==> src/rtl/pipeline_pkg.sv <==
// Shared pipeline definitions: MEM-stage state encoding, register-address width
// and the default data path width.
package pipeline_pkg;

  localparam int REG_ADDR_W = 5;
  localparam int DATA_W_DEF = 32;

  typedef enum logic {
    IDLE = 1'b0,
    WAIT = 1'b1
  } mem_state_e;

  // Word accesses must have the two low address bits clear.
  function automatic logic word_misaligned(input logic [1:0] addr_lsb);
    return addr_lsb != 2'b00;
  endfunction

endpackage

==> src/rtl/mem_timeout_ctr.sv <==
// Cycle counter for an open memory access; saturates at TIMEOUT-1 and raises
// expired there so the owner can abort the request.
module mem_timeout_ctr #(
  parameter int TIMEOUT = 16
) (
  input  logic clk,
  input  logic srst,
  input  logic clear,
  input  logic enable,
  output logic expired
);

  localparam int CW = (TIMEOUT > 1) ? $clog2(TIMEOUT) : 1;

  logic [CW-1:0] count_reg;

  assign expired = (count_reg == CW'(TIMEOUT - 1));

  // Holding at the terminal value keeps the counter from wrapping.
  always_ff @(posedge clk) begin
    if (srst || clear) begin
      count_reg <= '0;
    end else if (enable && !expired) begin
      count_reg <= count_reg + 1'b1;
    end
  end

endmodule

==> src/rtl/mem_access_stage.sv <==
// MEM pipeline stage: issues loads/stores over a variable-latency req/ack port,
// stalls upstream while an access is open and registers the MEM/WB fields.
module mem_access_stage
  import pipeline_pkg::*;
#(
  parameter int DATA_W  = DATA_W_DEF,
  parameter int TIMEOUT = 16
) (
  input  logic                  clk_i,
  input  logic                  rst_i,
  input  logic                  RegWrite_i,
  input  logic                  MemWrite_i,
  input  logic                  MemRead_i,
  input  logic                  Mem2Reg_i,
  input  logic [DATA_W-1:0]     ALU_data_i,
  input  logic [DATA_W-1:0]     writeData_i,
  input  logic [REG_ADDR_W-1:0] RDaddr_i,
  output logic                  mem_req_o,
  output logic                  mem_we_o,
  output logic [DATA_W-1:0]     mem_addr_o,
  output logic [DATA_W-1:0]     mem_wdata_o,
  input  logic                  mem_ack_i,
  input  logic [DATA_W-1:0]     mem_rdata_i,
  output logic                  stall_o,
  output logic                  RegWrite_o,
  output logic                  Mem2Reg_o,
  output logic [DATA_W-1:0]     ALU_data_o,
  output logic [DATA_W-1:0]     ReadData_o,
  output logic [REG_ADDR_W-1:0] RDaddr_o,
  output logic                  err_o
);

  mem_state_e state_reg, state_next;
  logic                  req_reg, req_next, we_reg, we_next;
  logic [DATA_W-1:0]     addr_reg, addr_next, wdata_reg, wdata_next;
  logic                  lat_rw_reg, lat_rw_next, lat_m2r_reg, lat_m2r_next;
  logic [DATA_W-1:0]     lat_alu_reg, lat_alu_next;
  logic [REG_ADDR_W-1:0] lat_rd_reg, lat_rd_next;
  logic                  wb_rw_reg, wb_rw_next, wb_m2r_reg, wb_m2r_next;
  logic [DATA_W-1:0]     wb_alu_reg, wb_alu_next, wb_rdata_reg, wb_rdata_next;
  logic [REG_ADDR_W-1:0] wb_rd_reg, wb_rd_next;
  logic                  err_reg, err_next;
  logic                  stall, access, misaligned;
  logic                  ctr_clear, ctr_enable, ctr_expired;

  assign access     = MemRead_i | MemWrite_i;
  assign misaligned = access & word_misaligned(ALU_data_i[1:0]);

  mem_timeout_ctr #(.TIMEOUT(TIMEOUT)) u_timeout (
    .clk     (clk_i),
    .srst    (rst_i),
    .clear   (ctr_clear),
    .enable  (ctr_enable),
    .expired (ctr_expired)
  );

  always_comb begin
    state_next    = state_reg;
    req_next      = req_reg;
    we_next       = we_reg;
    addr_next     = addr_reg;
    wdata_next    = wdata_reg;
    lat_rw_next   = lat_rw_reg;
    lat_m2r_next  = lat_m2r_reg;
    lat_alu_next  = lat_alu_reg;
    lat_rd_next   = lat_rd_reg;
    wb_rw_next    = wb_rw_reg;
    wb_m2r_next   = wb_m2r_reg;
    wb_alu_next   = wb_alu_reg;
    wb_rdata_next = wb_rdata_reg;
    wb_rd_next    = wb_rd_reg;
    err_next      = 1'b0;
    stall         = 1'b0;
    ctr_clear     = 1'b0;
    ctr_enable    = 1'b0;
    unique case (state_reg)
      IDLE: begin
        if (!access || misaligned) begin
          // Pass-through; a misaligned access is squashed to a non-writing slot.
          wb_rw_next  = RegWrite_i & ~misaligned;
          wb_m2r_next = Mem2Reg_i;
          wb_alu_next = ALU_data_i;
          wb_rd_next  = RDaddr_i;
          err_next    = misaligned;
        end else begin
          stall        = 1'b1;
          req_next     = 1'b1;
          we_next      = MemWrite_i;
          addr_next    = ALU_data_i;
          wdata_next   = writeData_i;
          lat_rw_next  = RegWrite_i;
          lat_m2r_next = Mem2Reg_i;
          lat_alu_next = ALU_data_i;
          lat_rd_next  = RDaddr_i;
          wb_rw_next   = 1'b0;
          ctr_clear    = 1'b1;
          state_next   = WAIT;
        end
      end
      WAIT: begin
        stall      = ~mem_ack_i;
        ctr_enable = 1'b1;
        wb_rw_next = 1'b0;
        if (mem_ack_i) begin
          req_next    = 1'b0;
          wb_rw_next  = lat_rw_reg;
          wb_m2r_next = lat_m2r_reg;
          wb_alu_next = lat_alu_reg;
          wb_rd_next  = lat_rd_reg;
          if (!we_reg) wb_rdata_next = mem_rdata_i;
          state_next  = IDLE;
        end else if (ctr_expired) begin
          req_next   = 1'b0;
          err_next   = 1'b1;
          state_next = IDLE;
        end
      end
    endcase
  end

  always_ff @(posedge clk_i) begin
    if (rst_i) begin
      state_reg    <= IDLE;
      req_reg      <= 1'b0;
      we_reg       <= 1'b0;
      addr_reg     <= '0;
      wdata_reg    <= '0;
      lat_rw_reg   <= 1'b0;
      lat_m2r_reg  <= 1'b0;
      lat_alu_reg  <= '0;
      lat_rd_reg   <= '0;
      wb_rw_reg    <= 1'b0;
      wb_m2r_reg   <= 1'b0;
      wb_alu_reg   <= '0;
      wb_rdata_reg <= '0;
      wb_rd_reg    <= '0;
      err_reg      <= 1'b0;
    end else begin
      state_reg    <= state_next;
      req_reg      <= req_next;
      we_reg       <= we_next;
      addr_reg     <= addr_next;
      wdata_reg    <= wdata_next;
      lat_rw_reg   <= lat_rw_next;
      lat_m2r_reg  <= lat_m2r_next;
      lat_alu_reg  <= lat_alu_next;
      lat_rd_reg   <= lat_rd_next;
      wb_rw_reg    <= wb_rw_next;
      wb_m2r_reg   <= wb_m2r_next;
      wb_alu_reg   <= wb_alu_next;
      wb_rdata_reg <= wb_rdata_next;
      wb_rd_reg    <= wb_rd_next;
      err_reg      <= err_next;
    end
  end

  assign stall_o     = stall;
  assign mem_req_o   = req_reg;
  assign mem_we_o    = we_reg;
  assign mem_addr_o  = addr_reg;
  assign mem_wdata_o = wdata_reg;
  assign RegWrite_o  = wb_rw_reg;
  assign Mem2Reg_o   = wb_m2r_reg;
  assign ALU_data_o  = wb_alu_reg;
  assign ReadData_o  = wb_rdata_reg;
  assign RDaddr_o    = wb_rd_reg;
  assign err_o       = err_reg;

endmodule

==> config.mk <==
export PLATFORM = sky130hd
export DESIGN_NAME = mem_access_stage
export DESIGN_NICKNAME = d
export VERILOG_FILES = /design/src/rtl/pipeline_pkg.sv /design/src/rtl/mem_timeout_ctr.sv /design/src/rtl/mem_access_stage.sv
export SDC_FILE = /design/constraint.sdc
export NUM_CORES = 1
export LEC_CHECK = 0
export ABC_AREA = 1
export ABC_CLOCK_PERIOD_IN_PS = 1600
export BUFFER_PORTS_ARGS = -buffer_cell sky130_fd_sc_hd__buf_4
export CAP_MARGIN = 20
export CELL_PAD_IN_SITES_DETAIL_PLACEMENT = 1
export CELL_PAD_IN_SITES_GLOBAL_PLACEMENT = 2
export CORE_ASPECT_RATIO = 0.6
export CORE_MARGIN = 2
export CORE_UTILIZATION = 25
export DETAILED_ROUTE_END_ITERATION = 8
export GPL_TIMING_DRIVEN = 0
export PLACE_DENSITY = 0.76
export SLEW_MARGIN = 20
export SYNTH_ARGS = -nofsm -noshare
export SYNTH_HDL_FRONTEND = slang
export SYNTH_SLANG_ARGS = --single-unit
==> constraint.sdc <==
create_clock -name clk_i -period 1.6 [get_ports clk_i]
set_clock_uncertainty 0.15 [all_clocks]
set_input_delay 0.32 -clock clk_i [delete_from_list [all_inputs] [get_ports clk_i]]
set_output_delay 0.32 -clock clk_i [all_outputs]
set_load 0.005 [all_outputs]
# Word-level counts from Yosys, hierarchy flattened
# Cells that the tools add are included.
# totals
mem_count	0
rom_bits	0
regBits	150
latch_bits	0
out_inout_bits	139
mem_bits_rw	0
# classes
muxes	27
div	0
eq_ne	5
shift	0
n_addsub	1
n_reduce_logical	10
bitwise_logic	8
order_cmp	0
mul	0
# ops
op	n
$mux 32	2
$pmux 32 s2	1
$mux 1	15
$pmux 1 s2	6
$mux 5	2
$pmux 5 s2	1
$ne 2x2->1 const B	3
$reduce_and 2->1	3
$not 1->1	5
$add 4x1->4 const B	1
$eq 4x4->1 const B	1
$ne 3x2->1 const B	1
$reduce_and 3->1	1
$and 1x1->1	2
$logic_not 1->1	2
$logic_or 1x1->1	2
$reduce_bool 2->1	1
$logic_and 1x1->1	1
$or 1x1->1	1

# Longest topological paths before layout
# logic_depth
word_depth	6
ltp_mapped	9
depth_no_buf	7

# Hierarchy
# Synthesis repeated with hierarchy kept, for this count alone.
# unflattened
hier_cells	1019
hier_area_um2	6715.2
# by_module_without_submodules
mod	area_each_um2	seq_area_each_um2	cells_each	n_inst
mem_access_stage	6515.0	2922.8	990	1
mem_timeout_ctr	200.2	80.1	29	1

# Worst setup path after synthesis
# Ideal clock, no wire load.
# synth_timing
path_type	input -> output
start	in ALU_data_i[0]
end	out stall_o
n_path_buf	2
stages	5
required_ns	1.130
path_slack_ns	0.115
arrival_ns	1.015
cell_sequence	nor2_1 > nand3_4 > buf_6 > buf_2 > nand2_1
# synth_via
elab_chain_len	5
# synth_rtl
element	line	rtl
start, declared	mem_access_stage.sv:15	input logic [DATA_W-1:0] ALU_data_i,
$reduce_bool 2->1	pipeline_pkg.sv:15	return addr_lsb != 2'b00;
$and 1x1->1	mem_access_stage.sv:47	assign misaligned = access & word_misaligned(ALU_data_i[1:0]);
$logic_or 1x1->1	mem_access_stage.sv:78	if (!access || misaligned) begin
$mux 1	mem_access_stage.sv:78	
$pmux 1 s2	mem_access_stage.sv:76	unique case (state_reg)
end, declared	mem_access_stage.sv:24	output logic stall_o,
# Every way passes these cells.

# Final worst setup path
# layout_timing
start	reg state_reg
end	out stall_o
# layout_via
elab_chain_len	2
# layout_rtl
element	line	rtl
start, declared	mem_access_stage.sv:33	mem_state_e state_reg, state_next;
start signal, assigned	mem_access_stage.sv:139	state_reg <= state_next;
$not 1->1 (no line)	-	
$pmux 1 s2 *	mem_access_stage.sv:76	
# Every way passes the cells marked *; elsewhere a longest branch is shown, timed or not.

==> flow_summary.ini <==
[run_status]
status = finished, violations left
violations = setup timing

[logic_synthesis]
syn_avg_cell_area_um2 = 6.82
seq_area_frac_synth_pct = 48.1
synthFlopType = dfxtp_1
yosysUniqueCellTypes = 20
yosysTopAreaCell = dfxtp_1
synth_top_area_share_pct = 48.1
netlist_area_um2 = 6250
async_reset_ff_share_pct = 0
yosysMostFrequentCell = nand2_1
synthesis.nets = 1025
synthCells = 916
yosys-top-cells-count = 233 x nand2_1, 184 x nor2_1, 150 x dfxtp_1, 86 x inv_1
yosysWarnings = 0
synth_seq_cells = 150
synth_edf_count = 0
ys_top_cells_by_area = dfxtp_1 48%, nand2_1 14%, nor2_1 11%

[sta]
finalSetupViolCount = 1
tightest_slew_ps = 656
fmax_ghz = 0.547
fin_crit_ps = 1830
maxSlewHeadroom_pct = 56.2
report.final.slew_viol_count = 0
setup_slack_ps = -229
hold_viol_final = 0
fin_crit_sh_pct = 114
rsz0062_at_grt = true

[global_route]
first_global_vias = 7364
antenna_found_initial = 0
grtUsageMet2_pct = 31.5
grt_max_degree = 17
grt_pass1_wl_mm = 41.4
use_met1_pct = 27.1
grtUsageTotal_pct = 20.4
grt_use_met3_pct = 6.86
grt.overflow.total = 0
grt_busiest_layer = met2

[floorplan]
die_h_um = 126
die-area_um2 = 26300
rows = 44
start_util_pct = 25.6
die_w_um = 208
ios = 247
coreArea_um2 = 24400

[drt]
drc = 0
drtIter0Drc = 236
wire_per_inst_um = 16.1
dr.pass1.iters = 4
viasPerCell = 4.34
routed_wl_mm = 26.2
postRouteAntennaNets = 0
num_vias = 7039

[worst_setup_path]
reg2reg_depth = 8
crit_required_ps = 1130
rr_startpoint = state_reg$_SDFF_PP0_
crit_type = flop to output pin
end_kind = output pin
r2r_slack_ps = 70
crit_fanout = 4
startpoint_type = flop
worstPathArrival_ps = 1360
r2r-end = ALU_data_o[8]$_SDFFE_PP0P_

[cells_and_area]
n_antenna_cell = 0
area_growth_pct = 66.1
stdcell_count = 1622
design_area_um2 = 10400
fin_nets = 1396
drive_gt1_share_pct = 26.8
final_util_pct = 42.5
n_fill_cell = 3024

[cts]
clk_path_buf_depth = 2
cts_max_level = 4
tritoncts = done
numCtsBuffers = 17
path_clk_slew_ps = 60
cts_root_buf = clkbuf_16
clkLatencyLatePin_ps = 440
clock_sinks = 150

[pwr]
p_total_w = 0.0100
power_density_nw_per_um2 = 966
leakage_nw = 5.44
ir_worst_vdd_uv = 733

[placement]
port_buffers = 245
gp_routability_congestion = 0.757
dp_cells = 1483
hpwl_mm = 19.0
placed_area_um2 = 8490

[run]
cap_viol_max_count = 0

[worst_hold_path]
hold_depth = 3
hold_class = input port to flop
worst_hold_path.endpoint = mem_wdata_o[17]$_SDFFE_PP0P_
min-delay-start = writeData_i[17]
## area by class of cell
cell class	instances	area, um2	area share (%)
clock buffers	24	512	4.93
repair buffers	353	2910	28.0
multi-input cells	614	2610	25.2
flip-flops and latches	150	3010	29.0
plain buffers	61	469	4.52
clock inverters	8	118	1.13
inverters	90	350	3.38
well taps	322	403	3.88
## stage by stage
step | hold WS, ps | worst slack, ps | TNS, ps
6_report | 19.0 | -229 | -229
2_1_floorplan | 268 | 115 | 0
4_1_cts | 8.38 | -320 | -321
3_3_place_gp | 280 | -409 | -18540
3_5_place_dp | 291 | -418 | -21930
5_1_grt | 24.7 | -288 | -488
## power by group
part / switching [W] / internal [W] / leakage (nW)
Combinational: 0.000733 / 0.000826 / 3.90
Clock: 0.00169 / 0.00269 / 0.312
Sequential: 0.000134 / 0.00394 / 1.23
Total: 0.00256 / 0.00746 / 5.44
## timing repair
| item | CTS | global route |
|---|---|---|
| hold buffers | 101 | 0 |
| setup buffers | 7 | 0 |
| resized for setup | 54 | 26 |
| setup endpoints to repair | 90 | 129 |
| pin swaps | 1 | 1 |
| endpoints found under the hold margin | 101 | 0 |
## how the worst max path moves through the flow
stage | end | depth (start not counted) | slack, ps | startpoint
after floorplan | stall_o | 5 | 110 | ALU_data_i[0]
after global placement | stall_o | 7 | -410 | ALU_data_i[0]
after detailed placement | stall_o | 7 | -420 | ALU_data_i[0]
after CTS | stall_o | 7 | -320 | state_reg$_SDFF_PP0_
after global routing | stall_o | 6 | -290 | state_reg$_SDFF_PP0_
final | stall_o | 6 | -230 | state_reg$_SDFF_PP0_
## placed cells by master, fill, tap and decap left out, types with 2 or more instances in the layout
cell,synthesis,layout
buf_4,6,261
nand2_1,233,231
nor2_1,184,184
dfxtp_1,150,148
dlygate4sd3_1,0,101
inv_1,86,85
nand3_1,78,78
a21oi_1,78,77
o21ai_0,32,32
clkbuf_16,0,18
buf_2,26,11
clkbuf_4,0,11
clkbuf_1,26,11
clkbuf_8,0,10
buf_6,4,8
clkbuf_2,0,5
clkinv_2,0,4
nand4_1,3,3
bufinv_16,0,3
nor2_4,1,2
inv_4,1,2
nand2_4,0,2
inv_2,3,2
## metal layers
layer,vias up,wire length (um)
met5,-,0
met4,0,361
met3,23,1810
met2,166,11300
met1,3278,12700
li1,3572,-
## cells by family after synthesis
| kind of cell | Yosys count | synth area share [%] |
|---|---|---|
| AOI/OAI and AO/OA | 111 | 8.93 |
| adders and majority gates | 1 | 0.200 |
| buffers and inverters | 152 | 10.5 |
| and+or+nand+nor | 502 | 32.3 |
| DFF | 150 | 48.1 |
## critical path: stages, from the launching register on
cell,delay (ps)
dfxtp_4,370
inv_8,70
nand3_4,90
buf_8,140
buf_12,110
nand2_4,50
buf_6,90
(Power assumes the default switching activity.)
